## src/rtl/pipeline_pkg.sv

```systemverilog
// Shared types for the hazard/forwarding control block: shadow stage record,
// forward-select encoding, control-action enum and small helpers.
package pipeline_pkg;

  localparam int REG_W = 5;
  localparam int CNT_W = 16;

  typedef enum logic [1:0] {
    FWD_RF  = 2'b00,
    FWD_WB  = 2'b01,
    FWD_MEM = 2'b10
  } fwd_sel_e;

  // One shadow pipeline stage: just enough of the instruction to detect hazards.
  typedef struct packed {
    logic             valid;
    logic [REG_W-1:0] ra;
    logic [REG_W-1:0] rb;
    logic [REG_W-1:0] rd;
    logic             regwr;
    logic             memtoreg;
  } stage_rec_t;

  localparam stage_rec_t BUBBLE = '0;

  typedef enum logic [1:0] {
    CTL_RUN,
    CTL_STALL,
    CTL_REDIRECT,
    CTL_RESET
  } ctl_e;

  // A stage can supply a result only if it really writes a non-zero register.
  function automatic logic writes_reg(input stage_rec_t rec);
    return rec.valid & rec.regwr & (rec.rd != '0);
  endfunction

  function automatic logic [CNT_W-1:0] sat_inc(input logic [CNT_W-1:0] v);
    return (v == {CNT_W{1'b1}}) ? v : v + 1'b1;
  endfunction

endpackage

```

## src/rtl/fwd_sel.sv

```systemverilog
// Forward-source selection for one EX operand: EX/M result wins over M/WB,
// otherwise the register file value is used.
module fwd_sel
  import pipeline_pkg::*;
(
  input  logic [REG_W-1:0] src,
  input  logic             mem_ok,
  input  logic [REG_W-1:0] mem_rd,
  input  logic             wb_ok,
  input  logic [REG_W-1:0] wb_rd,
  output fwd_sel_e         sel
);

  // NOTE: every always_comb output gets a default first, so no path can infer a latch.
  always_comb begin
    sel = FWD_RF;
    if (mem_ok && (mem_rd == src)) begin
      sel = FWD_MEM;
    end else if (wb_ok && (wb_rd == src)) begin
      sel = FWD_WB;
    end
  end

endmodule

```

## src/rtl/hazard_ctrl.sv

```systemverilog
// Pipeline hazard unit: shadow EX/M/WB records, load-use stall, M-stage
// redirect flush, operand forwarding selects and saturating event counters.
module hazard_ctrl
  import pipeline_pkg::*;
(
  input  logic             Clk,
  input  logic             Resetn,
  input  logic             IdValid,
  input  logic [REG_W-1:0] IdRa,
  input  logic [REG_W-1:0] IdRb,
  input  logic [REG_W-1:0] IdRd,
  input  logic             IdUsesRa,
  input  logic             IdUsesRb,
  input  logic             IdRegWr,
  input  logic             IdMemtoReg,
  input  logic             RedirectM,
  output logic             PCWr,
  output logic             IFIDWr,
  output logic             IFIDFlush,
  output logic             IDEXFlush,
  output logic             EXMFlush,
  output logic [1:0]       ForwardA,
  output logic [1:0]       ForwardB,
  output logic [CNT_W-1:0] StallCnt,
  output logic [CNT_W-1:0] FlushCnt
);

  stage_rec_t ex_q, m_q, wb_q;
  stage_rec_t id_rec;
  logic       load_use;
  logic       mem_ok;
  logic       wb_ok;
  ctl_e       ctl;
  fwd_sel_e   fwd_a, fwd_b;
  logic [CNT_W-1:0] stall_cnt_q, flush_cnt_q;

  assign id_rec = '{valid: IdValid, ra: IdRa, rb: IdRb, rd: IdRd,
                    regwr: IdRegWr, memtoreg: IdMemtoReg};

  // A load in EX cannot be forwarded to the instruction behind it yet.
  assign load_use = IdValid & ex_q.valid & ex_q.memtoreg & ex_q.regwr &
                    (ex_q.rd != '0) &
                    ((IdUsesRa & (IdRa == ex_q.rd)) | (IdUsesRb & (IdRb == ex_q.rd)));

  always_comb begin
    ctl = CTL_RUN;
    if (!Resetn) begin
      ctl = CTL_RESET;
    end else if (RedirectM) begin
      ctl = CTL_REDIRECT;
    end else if (load_use) begin
      ctl = CTL_STALL;
    end
  end

  always_comb begin
    PCWr      = 1'b1;
    IFIDWr    = 1'b1;
    IFIDFlush = 1'b0;
    IDEXFlush = 1'b0;
    EXMFlush  = 1'b0;
    unique case (ctl)
      CTL_RUN: ;
      CTL_STALL: begin
        PCWr      = 1'b0;
        IFIDWr    = 1'b0;
        IDEXFlush = 1'b1;
      end
      CTL_REDIRECT: begin
        IFIDFlush = 1'b1;
        IDEXFlush = 1'b1;
        EXMFlush  = 1'b1;
      end
      CTL_RESET: begin
        PCWr      = 1'b0;
        IFIDWr    = 1'b0;
        IFIDFlush = 1'b1;
        IDEXFlush = 1'b1;
        EXMFlush  = 1'b1;
      end
      default: ;
    endcase
  end

  // Source qualification is shared by both operands; a load in M has no data yet.
  assign mem_ok = writes_reg(m_q) & ~m_q.memtoreg;
  assign wb_ok  = writes_reg(wb_q);

  fwd_sel u_fwd_a (
    .src    (ex_q.ra),
    .mem_ok (mem_ok),
    .mem_rd (m_q.rd),
    .wb_ok  (wb_ok),
    .wb_rd  (wb_q.rd),
    .sel    (fwd_a)
  );

  fwd_sel u_fwd_b (
    .src    (ex_q.rb),
    .mem_ok (mem_ok),
    .mem_rd (m_q.rd),
    .wb_ok  (wb_ok),
    .wb_rd  (wb_q.rd),
    .sel    (fwd_b)
  );

  assign ForwardA = Resetn ? fwd_a : FWD_RF;
  assign ForwardB = Resetn ? fwd_b : FWD_RF;

  // NOTE: state registers use non-blocking assignments so every stage samples pre-edge values.
  always_ff @(posedge Clk) begin
    if (!Resetn) begin
      ex_q        <= BUBBLE;
      m_q         <= BUBBLE;
      wb_q        <= BUBBLE;
      stall_cnt_q <= '0;
      flush_cnt_q <= '0;
    end else begin
      ex_q <= IDEXFlush ? BUBBLE : id_rec;
      m_q  <= RedirectM ? BUBBLE : ex_q;
      wb_q <= m_q;
      if (ctl == CTL_STALL) begin
        stall_cnt_q <= sat_inc(stall_cnt_q);
      end
      if (RedirectM) begin
        flush_cnt_q <= sat_inc(flush_cnt_q);
      end
    end
  end

  assign StallCnt = stall_cnt_q;
  assign FlushCnt = flush_cnt_q;

  // Fields carried for pipeline fidelity that no downstream check reads.
  logic unused_fields;
  assign unused_fields = ^{m_q.ra, m_q.rb, wb_q.ra, wb_q.rb, wb_q.memtoreg};

endmodule

```

## config.mk

```make
export PLATFORM = sky130hd
export DESIGN_NAME = hazard_ctrl
export DESIGN_NICKNAME = d
export VERILOG_FILES = /design/src/rtl/pipeline_pkg.sv /design/src/rtl/fwd_sel.sv /design/src/rtl/hazard_ctrl.sv
export SDC_FILE = /design/constraint.sdc
export NUM_CORES = 1
export LEC_CHECK = 0
export ABC_AREA = 0
export ABC_CLOCK_PERIOD_IN_PS = 2700
export BUFFER_PORTS_ARGS = -buffer_cell sky130_fd_sc_hd__buf_2
export CORE_UTILIZATION = 50
export CTS_BUF_LIST = sky130_fd_sc_hd__clkbuf_4
export DETAILED_ROUTE_END_ITERATION = 8
export GPL_ROUTABILITY_DRIVEN = 0
export GPL_TIMING_DRIVEN = 0
export PLACE_DENSITY = 0.74
export SLEW_MARGIN = 20
export SYNTH_ARGS = -nofsm -noshare
export SYNTH_HDL_FRONTEND = slang
export SYNTH_SLANG_ARGS = --single-unit
```

## constraint.sdc

```tcl
create_clock -name Clk -period 2.7 [get_ports Clk]
set_input_delay 0.54 -clock Clk [delete_from_list [all_inputs] [get_ports Clk]]
set_output_delay 0.54 -clock Clk [all_outputs]
set_load 0.02 [all_outputs]
```

---- After elaboration in Yosys (flattened, before gate mapping) ----
Cells that the tools add are included.
operators by class
  eq/ne operators ......................... 11
  bitwise gates (word level) .............. 17
  add/sub/neg operators ................... 2
  muxes and demuxes ....................... 12
  reductions and logical operators ........ 14
operators with widths
  kind                     number
  $add A16 B1 Y16 const B  2
  $eq A16 B16 Y1 const B   2
  $eq A5 B5 Y1             6
  $reduce_bool A5 Y1       3
  $and A1 B1 Y1            12
  $mux W2                  6
  $reduce_or A2 Y1         4
  $mux W1                  6
  $eq A2 B2 Y1 const B     2
  $logic_and A1 B1 Y1      4
  $not A1 Y1               4
  $reduce_and A2 Y1        2
  $reduce_or A3 Y1         1
  $eq A2 B1 Y1 const B     1
  $or A1 B1 Y1             1
storage, ports and cells
  register bits after elaboration ......... 65

---- Depth between registers and ports, before layout ----
  word-level depth ........................ 12
  mapped depth ............................ 7

---- By module ----
Synthesis repeated with hierarchy kept, for this count alone.
second synthesis, totals
  cells, all modules ...................... 336
  area total of the unflattened synthesis .. 3074.2 µm²
by module, submodules not included
  module       cells an instance  sequential area each (µm²)  times used  area each (µm²)
  hazard_ctrl  306                1301.2                      1           2824.0
  fwd_sel      15                 0.0                         2           125.1

---- Worst setup path after synthesis ----
No wires, ideal clock.
  path kind ............................... input port to output port
  start ................................... input port Resetn
  end ..................................... output port ForwardB[0]
  stages on the path ...................... 3
  data required time ...................... 2.160 ns
  path buffers ............................ 0
  slack ................................... 0.307 ns
  data arrival time ....................... 1.853 ns
  path through ............................ o2111ai_1 or4_1 nor4_1
on the way
  longest elaborated chain between the ends .. 1
ends and longest elaborated chain
  element             RTL line            source
  start: declaration  hazard_ctrl.sv:7    input logic Resetn,
  $mux W2             hazard_ctrl.sv:108  assign ForwardB = Resetn ? fwd_b : FWD_RF;
  end: declaration    hazard_ctrl.sv:23   output logic [1:0] ForwardB,
Every way passes these cells.

---- Worst setup path after layout ----
  start ................................... register ex_q[3] in the netlist's numbering
  end ..................................... output port PCWr
on the way
  longest elaborated chain between the ends .. 10
ends and longest elaborated chain
  element                                       RTL line            source
  start: declaration                            hazard_ctrl.sv:28   stage_rec_t ex_q, m_q, wb_q;
  start signal: assignment                      hazard_ctrl.sv:119  ex_q <= IDEXFlush ? BUBBLE : id_rec;
  $eq A5 B5 Y1                                  hazard_ctrl.sv:43   ((IdUsesRa & (IdRa == ex_q.rd)) | (IdUsesRb & (IdRb == ex_q.rd)));
  $and A1 B1 Y1                                 hazard_ctrl.sv:43
  $or A1 B1 Y1                                  hazard_ctrl.sv:43
  $and A1 B1 Y1 *                               hazard_ctrl.sv:42   (ex_q.rd != '0) &
  $mux W1 *                                     hazard_ctrl.sv:51   end else if (load_use) begin
  $mux W2 *                                     hazard_ctrl.sv:49   end else if (RedirectM) begin
  $mux W2 *                                     hazard_ctrl.sv:47   if (!Resetn) begin
  $eq A2 B1 Y1 or $eq A2 B2 Y1 (tied branches)  hazard_ctrl.sv:62   unique case (ctl)
  $reduce_or A2 Y1 (no line) *                  -
  $mux W1 *                                     hazard_ctrl.sv:62
  end: declaration                              hazard_ctrl.sv:17   output logic PCWr,
Every way passes the cells marked *; elsewhere a longest branch is shown, timed or not.

==> impl_metrics.yaml <==
timing:
  final_min_period_over_clock_period: 0.9598
  fin_ws_ns: 0.1086
  fmax_mhz: 385.9
  relSlewSlack: 0.6709
  whs_ns: 0.3418
  setup_viol: 0
  skew_ns: 0.008301
  finalMaxSlewViolations: 0
  worstMarginPinSlew_ns: 0.4936
  rsz0062_at_grt: "false"
  fin_setup_tns_ns: 0
  timing.final.crit_period_ns: 2.591
  hold_violations: 0
critical_path:
  startpoint_type: "register"
  crit_chain: "or4_4, o211a_4, a21oi_2, buf_4, buf_2"
  critPathKind: "reg -> out"
  slowest_delay_ns: 0.57
  critPathRequiredTime_ns: 2.16
  r2r_cells: 7
  crit_cells: 5
  crit_buf_inv: 2
  cp-end-kind: "primary output"
  cp_max_fo: 5
  cpMaxStageDelayCell: "or4_4"
  path_delay_family: "simple AND/OR/NAND/NOR gates"
  worstPathArrival_ns: 2.05
worst_hold_path:
  hold_path_class: "in -> reg"
  whs_path_depth: 2
power:
  pwr_density_cell_nw_per_um2: 479.5
  peakVddDrop_uv: 285.7
  p_seq_frac: 0.574
  p_leak_nw: 1.545
  combPwrFrac: 0.076
  clkPwrFrac: 0.350
  sw_frac_of_total: 0.2399
  power_switching_uw: 414.1
  internal_power_mw: 1.312
detailed_routing:
  viasPerCell: 5.321
  num_vias: 2586
  drtIter0Drc: 97
  totalWireLength_um: 6667
  drt-wirelength-per-cell_um: 13.72
  dr.pass1.iters: 4
  ant_nets: 0
  drc_errors: 0
synthesis:
  synthArstFlopShare: 0
  synthCells: 333
  avgSynthCellArea_sq_um: 9.134
  netlist_area_sq_um: 3042
  synthMuxAreaShare: 0.03990
  synth_ff_type: "dfxtp_1"
  synth-compound-area-share: 0.06911
  synth_top_area_cell: "dfxtp_1"
  synth_top_family_by_area: "simple AND/OR/NAND/NOR gates"
  ys_warn_count: 0
  synth_xor_area_frac: 0.1209
  syn_nets: 358
  synth_edf_count: 0
  synth-simple-area-share: 0.3019
  synth_top_area_share: 0.4278
  seq_area_frac_synth: 0.4278
  synth_top_cells_by_area: "dfxtp_1 43%, and2_1 7.6%, xor2_1 7.5%, xnor2_1 4.6%, mux2i_1 3.6%"
  synth_seq_cells: 65
  synth_adder_area_share: 0.008227
  synthDistinctLibCells: 44
placed_design:
  preCtsSetupSlack_ns: 0.08447
  dp_cells: 471
  dpl.hpwl_um: 4966
  port_buffers: 63
floorplanning:
  initial_core_util: 0.5168
  dieArea_sq_um: 6399
  row_count: 28
  ioPinCount: 64
  core_region_area_sq_um: 5886
  die_x_um: 80.00
  fp.dieH_um: 80.00
clock_tree:
  numCtsBuffers: 9
  cts.sink_count: 65
  cts_max_level: 3
  clk_latency_ns: 0.39
  cts_tree: "yes"
  clk_path_buf_depth: 2
  root_buffer: "clkbuf_4"
  clk_pin_slew_ns: 0.10
global_routing:
  grt_pass1_wl_um: 10670
  grt-ovfl-total: 0
  antenna_found_initial: 0
  grt_max_degree: 19
  track_usage: 0.2192
  first_global_vias: 2293
layout:
  antenna_cells: 0
  instances_no_fill: 486
  drive_gt1_frac: 0.2287
  final_cell_mix: "66 x buf_2, 64 x dfxtp_1, 37 x and2_1"
  layout.nets: 432
  syn_to_final_growth_pct: 18.35
  layout_commonest_cell: "buf_2"
outcome:
  outcome: "complete, no violations"
job:
  cap_violations: 0
-- layout make-up --
| cell class | count | area (sq um) |
|---|---|---|
| Clock buffer | 10 | 75.07 |
| Inverter | 9 | 33.78 |
| Tap cell | 75 | 93.84 |
| Multi-Input combinational cell | 245 | 1664 |
| Buffer | 13 | 60.06 |
| Clock inverter | 5 | 47.55 |
| Timing Repair Buffer | 64 | 322.8 |
| Sequential cell | 65 | 1303 |
| Fill cell | 533 | 2286 |
-- metal layers --
metal	up-vias	part of all wire	track usage
met4	0	0.011	0.08571
met1	1198	0.45	0.2758
met5	-	0	0
li1	1313	-	-
met2	68	0.49	0.3632
met3	7	0.051	0.04800
-- cell usage after synthesis (all sizes together) (2+ instances only) --
| library cell | n |
|---|---|
| xor2 | 26 |
| o211ai | 2 |
| nand3 | 16 |
| a211oi | 3 |
| or2 | 2 |
| nor4 | 15 |
| inv | 9 |
| nor3 | 6 |
| ha | 2 |
| nand2 | 25 |
| dfxtp | 65 |
| and4 | 3 |
| xnor2 | 16 |
| nand4 | 12 |
| nand2b | 10 |
| and2 | 37 |
| nor2 | 16 |
| o2111ai | 2 |
| a21oi | 8 |
| mux2i | 11 |
| or4 | 7 |
| and3 | 9 |
| clkbuf | 9 |
| o21ai | 4 |
| buf | 5 |
-- timing repair --
action / CTS / global route
buffers inserted: 1 / 0
gates resized for setup: 1 / 6
endpoints found under the setup margin: 2 / 3
hold buffers: 0 / 0
pin swaps: 1 / 0
-- final timing paths --
kind / from / slack, ns / endpoint
max reg2reg: StallCnt[0] / 0.47 / StallCnt[14]
min: IdRd[1] / 0.34 / ex_q[3]
min reg2reg: ex_q[17] / 0.46 / m_q[17]
max: ex_q[3] / 0.11 / PCWr
-- logic make-up after synthesis --
family / Yosys count
AND/OR/NAND/NOR: 161
adder cells (fa/ha/maj): 2
AO/OA/AOI/OAI: 28
flip-flops: 65
buffers and inverters: 23
XOR/XNOR: 42
multiplexers: 12
-- power groups by stage --
stage | clock network [mW] | registers, mW | logic (mW)
after floorplan | 0 | 1.01 | 0.0772
after global placement | 0 | 1.01 | 0.125
after detailed placement | 0 | 1.01 | 0.127
after CTS | 0.619 | 0.991 | 0.129
after global routing | 0.664 | 0.994 | 0.146
final | 0.604 | 0.992 | 0.130
-- through the flow --
step	instance area (sq um)	util	total power [mW]
2_1_floorplan	3042	-	1.091
3_3_place_gp	3451	0.5863	1.138
3_5_place_dp	3451	0.5863	1.141
4_1_cts	3581	0.6084	1.739
5_1_grt	3600	0.6116	1.804
6_report	3600	0.6116	1.726
-- flip-flops by register name, summed over array words and instances, names as in the netlist --
register,flops
m_q,8
wb_q,7
StallCnt,16
FlushCnt,16
ex_q,18
(Power assumes the default switching activity.)
